===== config.mk =====
export PLATFORM = sky130hd
export DESIGN_NAME = hc165_reader
export DESIGN_NICKNAME = d
export VERILOG_FILES = /design/src/rtl/hc165_pkg.sv /design/src/rtl/hc165_debounce.sv /design/src/rtl/hc165_reader.sv
export SDC_FILE = /design/constraint.sdc
export NUM_CORES = 1
export LEC_CHECK = 0
export ABC_AREA = 1
export BUFFER_PORTS_ARGS = -buffer_cell sky130_fd_sc_hd__buf_2
export CAP_MARGIN = 0
export CORE_MARGIN = 2
export CORE_UTILIZATION = 62
export DETAILED_ROUTE_END_ITERATION = 12
export PLACE_DENSITY_LB_ADDON = 0.1
export SETUP_SLACK_MARGIN = 0.3
export SYNTH_ARGS = -nofsm -noshare
export SYNTH_HDL_FRONTEND = slang
export SYNTH_SLANG_ARGS = --single-unit

===== constraint.sdc =====
create_clock -name sys_clk -period 6.7 [get_ports sys_clk]
set_input_delay 1.005 -clock sys_clk [delete_from_list [all_inputs] [get_ports sys_clk]]
set_output_delay 1.005 -clock sys_clk [all_outputs]
set_load 0.01 [all_outputs]

===== src/rtl/hc165_pkg.sv =====
// Shared types and constants for the 74HC165 input-expander reader.
package hc165_pkg;

    typedef enum logic [2:0] {
        IDLE,
        LOAD,
        SETTLE,
        SHIFT_LO,
        SHIFT_HI,
        DONE
    } state_t;

    localparam int unsigned CLK_DIV_DEFAULT     = 25;
    localparam int unsigned SCAN_PERIOD_DEFAULT = 50000;

    // Bits needed for a counter that must hold values 0..max_val.
    function automatic int unsigned cnt_width(input int unsigned max_val);
        return (max_val < 2) ? 1 : $clog2(max_val + 1);
    endfunction

endpackage


===== src/rtl/hc165_debounce.sv =====
// Per-bit scan-count debouncer; data bit flips after DEBOUNCE_SCANS consecutive disagreeing samples.
module hc165_debounce
    import hc165_pkg::*;
#(
    parameter int unsigned WIDTH          = 8,
    parameter int unsigned DEBOUNCE_SCANS = 4
) (
    input  logic             clk,
    input  logic             rst,
    input  logic             update,
    input  logic [WIDTH-1:0] sample,
    output logic [WIDTH-1:0] data,
    output logic             changed
);

    localparam int unsigned CW = cnt_width(DEBOUNCE_SCANS);

    logic [CW-1:0]    cnt_q [WIDTH];
    logic [CW-1:0]    cnt_d [WIDTH];
    logic [WIDTH-1:0] data_d;
    logic             changed_d;

    always_comb begin
        data_d    = data;
        changed_d = 1'b0;
        for (int unsigned i = 0; i < WIDTH; i++) begin
            cnt_d[i] = cnt_q[i];
            if (update) begin
                if (sample[i] == data[i]) begin
                    cnt_d[i] = '0;
                end else if (cnt_q[i] == CW'(DEBOUNCE_SCANS - 1)) begin
                    cnt_d[i]  = '0;
                    data_d[i] = sample[i];
                    changed_d = 1'b1;
                end else begin
                    cnt_d[i] = cnt_q[i] + CW'(1);
                end
            end
        end
    end

    always_ff @(posedge clk or posedge rst) begin
        if (rst) begin
            data    <= '0;
            changed <= 1'b0;
            for (int unsigned i = 0; i < WIDTH; i++) begin
                cnt_q[i] <= '0;
            end
        end else begin
            data    <= data_d;
            changed <= changed_d;
            for (int unsigned i = 0; i < WIDTH; i++) begin
                cnt_q[i] <= cnt_d[i];
            end
        end
    end

endmodule


===== src/rtl/hc165_reader.sv =====
// Periodic 74HC165 chain scanner: load, shift in MSB-first, publish raw and debounced vectors.
module hc165_reader
    import hc165_pkg::*;
#(
    parameter int unsigned NUM_BITS       = 8,
    parameter int unsigned CLK_DIV        = CLK_DIV_DEFAULT,
    parameter int unsigned SCAN_PERIOD    = SCAN_PERIOD_DEFAULT,
    parameter int unsigned DEBOUNCE_SCANS = 4
) (
    input  logic                sys_clk,
    input  logic                sys_rst,
    output logic                sr_clk,
    output logic                sr_ld_n,
    input  logic                sr_dat,
    output logic [NUM_BITS-1:0] raw,
    output logic [NUM_BITS-1:0] data,
    output logic                scan_done,
    output logic                changed
);

    localparam int unsigned TW = cnt_width(SCAN_PERIOD - 1);
    localparam int unsigned DW = cnt_width(CLK_DIV - 1);
    localparam int unsigned BW = cnt_width(NUM_BITS);

    state_t              state_q, state_d;
    logic [TW-1:0]       timer_q;
    logic [DW-1:0]       div_q, div_d;
    logic [BW-1:0]       bit_q, bit_d;
    logic [NUM_BITS-1:0] shreg_q, shreg_d;
    logic [NUM_BITS-1:0] raw_d;
    logic                sr_clk_d, sr_ld_n_d, scan_done_d;
    logic                wrap, div_last, db_update;

    assign wrap     = (timer_q == TW'(SCAN_PERIOD - 1));
    assign div_last = (div_q == DW'(CLK_DIV - 1));

    always_ff @(posedge sys_clk or posedge sys_rst) begin
        if (sys_rst) begin
            timer_q <= '0;
        end else if (wrap) begin
            timer_q <= '0;
        end else begin
            timer_q <= timer_q + TW'(1);
        end
    end

    always_comb begin
        state_d     = state_q;
        div_d       = div_last ? '0 : div_q + DW'(1);
        bit_d       = bit_q;
        shreg_d     = shreg_q;
        raw_d       = raw;
        scan_done_d = 1'b0;
        db_update   = 1'b0;

        case (state_q)
            IDLE: begin
                div_d = '0;
                // A wrap seen outside IDLE is simply dropped; scans never restart mid-flight.
                if (wrap) begin
                    state_d = LOAD;
                    bit_d   = '0;
                end
            end
            LOAD: begin
                if (div_last) state_d = SETTLE;
            end
            SETTLE: begin
                if (div_last) state_d = SHIFT_LO;
            end
            SHIFT_LO: begin
                if (div_last) begin
                    shreg_d = {shreg_q[NUM_BITS-2:0], sr_dat};
                    bit_d   = bit_q + BW'(1);
                    state_d = (bit_q == BW'(NUM_BITS - 1)) ? DONE : SHIFT_HI;
                end
            end
            SHIFT_HI: begin
                if (div_last) state_d = SHIFT_LO;
            end
            DONE: begin
                raw_d       = shreg_q;
                scan_done_d = 1'b1;
                db_update   = 1'b1;
                state_d     = IDLE;
            end
            default: state_d = IDLE;
        endcase

        // Pin levels are decoded from the next state so they land in flops aligned with it.
        sr_ld_n_d = (state_d != LOAD);
        sr_clk_d  = (state_d == SHIFT_HI);
    end

    always_ff @(posedge sys_clk or posedge sys_rst) begin
        if (sys_rst) begin
            state_q   <= IDLE;
            div_q     <= '0;
            bit_q     <= '0;
            shreg_q   <= '0;
            raw       <= '0;
            scan_done <= 1'b0;
            sr_clk    <= 1'b0;
            sr_ld_n   <= 1'b1;
        end else begin
            state_q   <= state_d;
            div_q     <= div_d;
            bit_q     <= bit_d;
            shreg_q   <= shreg_d;
            raw       <= raw_d;
            scan_done <= scan_done_d;
            sr_clk    <= sr_clk_d;
            sr_ld_n   <= sr_ld_n_d;
        end
    end

    hc165_debounce #(
        .WIDTH          (NUM_BITS),
        .DEBOUNCE_SCANS (DEBOUNCE_SCANS)
    ) u_debounce (
        .clk     (sys_clk),
        .rst     (sys_rst),
        .update  (db_update),
        .sample  (shreg_q),
        .data    (data),
        .changed (changed)
    );

endmodule

==> results of run 1 <==
==> per-stage QoR <==
stage / cells / power [uW] / instance area [um2] / util (%) / setup WS, ns
6_report: 583 / 908 / 4360 / 69.8 / 4.71
5_1_grt: 583 / 938 / 4360 / 69.8 / 4.55
4_1_cts: 583 / 918 / 4360 / 69.8 / 4.68
3_5_place_dp: 567 / 503 / 4120 / 66.0 / 4.69
3_3_place_gp: 567 / 503 / 4120 / 66.0 / 4.68
2_1_floorplan: 473 / 499 / 3940 / - / 3.64
==> layout make-up <==
cell class                 count  area [um2]  area share (%)
sequential                    80        2000            46.0
multi-input combinational    312        1620            37.1
inverter                      75         283            6.49
clock buffer                  10         138            3.16
timing repair buffer          23         118            2.70
clock inverter                 6         100            2.30
tap                           77        96.3            2.21
==> metal layers <==
metal | GRT usage [%] | vias to the layer above | part of all wire, %
met1 | 30.7 | 1432 | 50
met3 | 4.95 | 4 | 3.8
met5 | 0 | - | 0
li1 | - | 1541 | -
met2 | 34.8 | 47 | 46
met4 | 8.50 | 0 | 0.57
==> report_power, final <==
part	total [uW]	internal [uW]	switching (uW)	leakage [uW]
registers	482	482	0	0.00110
clock network	416	226	189	0.000121
logic	9.76	0.848	8.91	0.00108
total	908	710	198	0.00230
==> state kept, by name (all words and copies together) (netlist names), 3 cells and up <==
register          flops
u_debounce.cnt_q     24
timer_q              16
raw                   8
shreg_q               8
u_debounce.data       8
div_q                 5
bit_q                 4
state_q               3
==> logic make-up (layout without fill, tap and decap cells) <==
logic type               after synthesis  count (layout)
AND/OR/NAND/NOR                      230             230
flip-flops                            80              80
AO/OA/AOI/OAI                         61              61
buffers and inverters                 81             114
XOR/XNOR                               9               9
adder cells (fa/ha/maj)               12              12
==> cells in the mapped netlist <==
master | number | share of area [%]
nor3_1 | 5 | 0.63
o21a_1 | 2 | 0.38
inv_2 | 7 | 0.67
xor2_1 | 7 | 1.6
nor2_4 | 4 | 1.1
nand4_4 | 1 | 0.54
inv_1 | 68 | 6.5
nand3_1 | 26 | 3.3
o31ai_2 | 6 | 1.9
nand2_1 | 129 | 12
a21boi_1 | 3 | 0.57
nor2_8 | 1 | 0.51
buf_4 | 2 | 0.38
buf_6 | 1 | 0.29
nor2_1 | 50 | 4.8
dfrtp_1 | 79 | 50
nand3_2 | 2 | 0.51
a21oi_1 | 5 | 0.63
o21ai_1 | 2 | 0.25
a22oi_1 | 1 | 0.19
a21boi_0 | 4 | 0.76
nand4_1 | 3 | 0.48
o21ai_0 | 36 | 4.6
buf_2 | 3 | 0.38
and2_1 | 4 | 0.63
nand2_2 | 2 | 0.32
dfstp_2 | 1 | 0.67
xnor2_1 | 2 | 0.44
ha_1 | 12 | 3.8
o31ai_1 | 2 | 0.38
nor2_2 | 3 | 0.48
==> worst paths after layout <==
path	end	from	slack, ns
worst min register to register	timer_q[0]	timer_q[0]	0.46
min in group asynchronous	timer_q[4]	sys_rst	0.94
worst min-delay path	timer_q[0]	timer_q[0]	0.46
worst max-delay path	sr_ld_n	sr_ld_n	4.71
max in group asynchronous	u_debounce.cnt_q[13]	sys_rst	5.15
worst max register to register	u_debounce.data[7]	state_q[1]	4.73
==> reports/metrics.yaml, run 1 <==
routing:
  drc_errors: 0
  dr.pass1.iters: 4
  routedWlPerCell_um: 12.0
  routed_wl_um: 7010
  drt_iter0_drc: 175
  routed_via_density: 5.19
  via_count: 3024
  antenna_left: 0
clock_network:
  cts_made_buffers: 9
  hold_buffers: 0
  cts_root_buf: "clkbuf_8"
  cts_tree: "built"
  clk_latency_ns: 0.36
  clk_pin_slew_ns: 0.08
  cts_setup_buffers: 0
  cts.path.max_buffers: 2
  clkSinkCount: 80
  ctsResizeCount: 0
  ctsHtreeMaxLevel: 3
floorplanning:
  die_h_um: 83.8
  row_count: 29
  core_area_mm2: 0.00624
  boundaryPins: 23
  start_util_pct: 63.2
  die-area_mm2: 0.00701
  die_x_um: 83.8
logic_synthesis:
  synth_fp_nets: 488
  synth-xor-area-share_pct: 2.00
  synth_top_family_by_area: "simple AND/OR/NAND/NOR gates"
  synth-compound-area-share_pct: 9.64
  syn_inst: 473
  yosysSeqAreaShare_pct: 50.8
  netlist_area_mm2: 0.00394
  muxShareOfSynthArea_pct: 0
  synth_cell_types: 31
  yosysWarnings: 0
  synth.avg_cell_area_um2: 8.34
  synthSimpleGateAreaFrac_pct: 25.6
  synth-seq-cells: 80
  synthAdderAreaFrac_pct: 3.81
global_route:
  grt_pass1_wl_um: 12500
  grt_usage_pct: 22.3
  grt_max_degree: 81
  antenna_found_initial: 0
  overflow: 0
  first_global_vias: 2878
min_path:
  hold_class: "flip-flop to flip-flop"
  min_delay_path_depth: 1
finish:
  antenna_cells: 0
  fillCellCount: 487
  layout-drive-gt1-share_pct: 13.2
  layout_commonest_cell: "nand2_1"
  most-common-layout-cells: "nand2_1, dfrtp_1, inv_1"
  syn_to_final_growth_pct: 10.4
  finalNetCount: 516
setup_path:
  r2r_cells: 8
  crit_family: "flip-flops"
  start_kind: "flip-flop"
  cp.arrival_ns: 0.98
  path_buf_inv: 1
  critPathSlowestCell: "dfstp_2"
  path_max_fanout: 1
  path_depth: 1
  crit_type: "flip-flop to primary output"
  cp_cell_sequence: "buf_2"
  max_stage_delay_ns: 0.52
  cp_data_required_time_ns: 5.69
  worstSetupEndpointType: "primary output"
power:
  p_per_area_mw_per_mm2: 208
  leakage_uw: 0.00230
  peakVddDrop_mv: 0.151
place:
  dp_hpwl_um: 4860
  routabilityCongestion: 0.868
  io_buffers: 22
run_status:
  outcome: "completed"
timing:
  hold_slack_ns: 0.465
  fmaxAchievable_mhz: 503
  slew_violations: 0
  min_period_ns: 1.99
  setup_tns_ns: 0
  rsz0062_at_grt: "no"
  finalCritPeriodShare_pct: 29.7
  finalSetupViolations: 0
  fin_skew_ns: 0.0107
  hold_viol: 0
  worst_pin_slew_ns: 0.960
  relSlewSlack_pct: 36.0
job:
  maxCapViolations: 0
Note: power is estimated with default switching activity, not from simulation.
==> run 2, diff against run 1 <==
--- a/config.mk
+++ b/config.mk
@@ -9,7 +9,7 @@
 export BUFFER_PORTS_ARGS = -buffer_cell sky130_fd_sc_hd__buf_2
 export CAP_MARGIN = 0
 export CORE_MARGIN = 2
-export CORE_UTILIZATION = 62
+export CORE_UTILIZATION = 55
 export DETAILED_ROUTE_END_ITERATION = 12
 export PLACE_DENSITY_LB_ADDON = 0.1
 export SETUP_SLACK_MARGIN = 0.3
==> constraint.sdc (replaced) <==
create_clock -name sys_clk -period 1.65 [get_ports sys_clk]
set_input_delay 0.2475 -clock sys_clk [delete_from_list [all_inputs] [get_ports sys_clk]]
set_output_delay 0.2475 -clock sys_clk [all_outputs]
set_load 0.01 [all_outputs]
==> run 2 against run 1 <==
Clock skew down 0.0021 ns. Routed wire length rose by 21%. Sequential share of layout area fell by 5.8 points. Cell area is 14% higher. Worst hold slack got worse by 0.33 ns. Highest routed layer unchanged.
==> reports/metrics.yaml, run 2 (synthesized netlist as in run 1, its figures left out) <==
floorplanning:
  die_x_um: 88.7  # was 83.8 um
  core_area_mm2: 0.00687  # was 0.00624 mm2
  row_count: 30  # was 29
  die_h_um: 88.7  # was 83.8 um
  start_util_pct: 57.4  # was 63.2%
  die-area_mm2: 0.00786  # was 0.00701 mm2
  boundaryPins: 23  # unchanged
finish:
  regMostFlops: "u_debounce.cnt_q"  # unchanged
  post-route-util_pct: 72.5  # was 69.8%
  antenna_cells: 0  # unchanged
  most-common-layout-cells: "nand2_1, dfrtp_1, inv_1"  # unchanged
  finalNetCount: 547  # was 516
  fillCellCount: 531  # was 487
  layout_commonest_cell: "nand2_1"  # unchanged
  largest_register_ffs: 24  # unchanged
  layout-drive-gt1-share_pct: 28.1  # was 13.2%
  top_regs: "u_debounce.cnt_q (24), timer_q (16)"  # unchanged
  syn_to_final_growth_pct: 26.3  # was 10.4%
  fin_cells: 633  # was 583
timing:
  finalCritPeriodShare_pct: 85.5
  hold_viol: 0  # unchanged
  slew_violations: 0  # unchanged
  fin_skew_ns: 0.00859  # was 0.0107 ns
  finalSetupViolations: 0  # unchanged
  min_period_ns: 1.41
  fmaxAchievable_mhz: 709
  relSlewSlack_pct: 67.0  # was 36.0%
  rsz0062_at_grt: "yes"  # was no
  setup_tns_ns: 0  # unchanged
  worst_pin_slew_ns: 0.494  # was 0.960 ns
global_route:
  antenna_found_initial: 0  # unchanged
  grt_max_degree: 36  # was 81
  grt_usage_pct: 21.7  # was 22.3%
  first_global_vias: 2997  # was 2878
  grt_pass1_wl_um: 13400  # was 12500 um
  overflow: 0  # unchanged
min_path:
  hold_class: "input pin to flip-flop"  # was flip-flop to flip-flop
routing:
  drc_errors: 0  # unchanged
  routed_via_density: 5.13  # was 5.19
  via_count: 3246  # was 3024
  antenna_left: 0  # unchanged
  routed_wl_um: 8460  # was 7010 um
  drt_iter0_drc: 190  # was 175
  routedWlPerCell_um: 13.4  # was 12.0 um
  dr.pass1.iters: 4  # unchanged
setup_path:
  cp.arrival_ns: 1.70  # was 0.98 ns
  start_kind: "flip-flop"  # unchanged
  path_max_fanout: 4  # was 1
  cp_data_required_time_ns: 1.94  # was 5.69 ns
  crit_type: "flip-flop to flip-flop"  # was flip-flop to primary output
  worstSetupEndpointType: "flip-flop"  # was primary output
clock_network:
  ctsHtreeMaxLevel: 3  # unchanged
  clk_pin_slew_ns: 0.08  # about the same
  cts_tree: "built"  # unchanged
  cts_made_buffers: 9  # unchanged
  clkSinkCount: 80  # unchanged
  clk_latency_ns: 0.35  # was 0.36 ns
  cts.path.max_buffers: 2  # unchanged
  cts_root_buf: "clkbuf_8"  # unchanged
run_status:
  outcome: "completed"  # unchanged
place:
  routabilityCongestion: 0.866  # was 0.868
  dpl.cell_count: 594  # was 567
  dp_hpwl_um: 5480  # was 4860 um
  io_buffers: 22  # unchanged
power:
  p_per_area_mw_per_mm2: 758  # was 208 mW/mm2
  peakVddDrop_mv: 0.552  # was 0.151 mV
  power_frac_seq_pct: 51.9  # was 53.1%
  p_sw_uw: 784  # was 198 uW
  power.total_uw: 3780  # was 908 uW
  combPwrFrac_pct: 1.5  # was 1.1%
  swShare_pct: 20.8  # was 21.8%
  leakage_uw: 0.00265  # was 0.00230 uW
  p_clk_share_pct: 46.7  # was 45.8%
  intPower_uw: 2990  # was 710 uW
job:
  maxCapViolations: 0  # unchanged
-- run 2: cell type report --
class,count,area (um2),share of cell area [%]
inverters,75,298,5.98
clock buffers,10,128,2.56
repair buffers,53,447,8.97
repair inverters,1,6.26,0.126
multi-input cells,312,1860,37.4
well taps,96,120,2.41
flip-flops and latches,80,2000,40.2
clock inverters,6,115,2.31
-- run 2: critical path, stage by stage (launching register included) --
cell,delay (ns)
dfrtp_1,0.45
inv_2,0.11
nand2_2,0.07
nor2_4,0.13
inv_2,0.09
nor2_8,0.18
nand2_1,0.09
nand2_1,0.09
o21ai_2,0.06
nor2_1,0.08
-- run 2: per-stage QoR --
step	setup slack (ns)	cell area, um2	hold WS (ns)
2_1_floorplan	0.321	3950	0.368
3_3_place_gp	0.187	4230	0.305
3_5_place_dp	0.145	4230	0.307
4_1_cts	0.261	4670	0.103
5_1_grt	0.144	4980	0.132
6_report	0.240	4980	0.133
-- run 2: metal layers --
| layer | routed length, um | vias to the layer above | global-route usage [%] |
|---|---|---|---|
| met5 | 0 | - | 0 |
| met2 | 3990 | 61 | 33.9 |
| met3 | 220 | 16 | 2.99 |
| met1 | 4070 | 1566 | 30.9 |
| li1 | - | 1603 | - |
| met4 | 183 | 0 | 8.54 |
-- run 2: final timing paths --
path,from,endpoint,slack [ns],cells past startpoint
max,state_q[2],bit_q[3],0.24,9
min,sr_dat,shreg_q[0],0.13,3
max reg2reg,state_q[2],bit_q[3],0.24,9
min reg2reg,timer_q[0],timer_q[0],0.46,1
max in group asynchronous,sys_rst,state_q[2],0.65,4
min in group asynchronous,sys_rst,u_debounce.cnt_q[12],0.47,3
-- run 2: power by group through the flow --
stage	clock network [uW]	registers, uW	logic (uW)
after floorplan	0	2000	29.0
after global placement	0	2000	55.7
final	1760	1960	55.2
after CTS	1780	1960	57.7
after detailed placement	0	2000	56.4
after global routing	1870	1960	64.3
-- run 2: what timing repair did --
item,in CTS,in global routing
hold buffers,1,0
endpoints found under the hold margin,17,0
gates resized for setup,34,72
setup endpoints to repair,52,63
buffers inserted,10,10
cloned,0,2
pin swaps,12,9
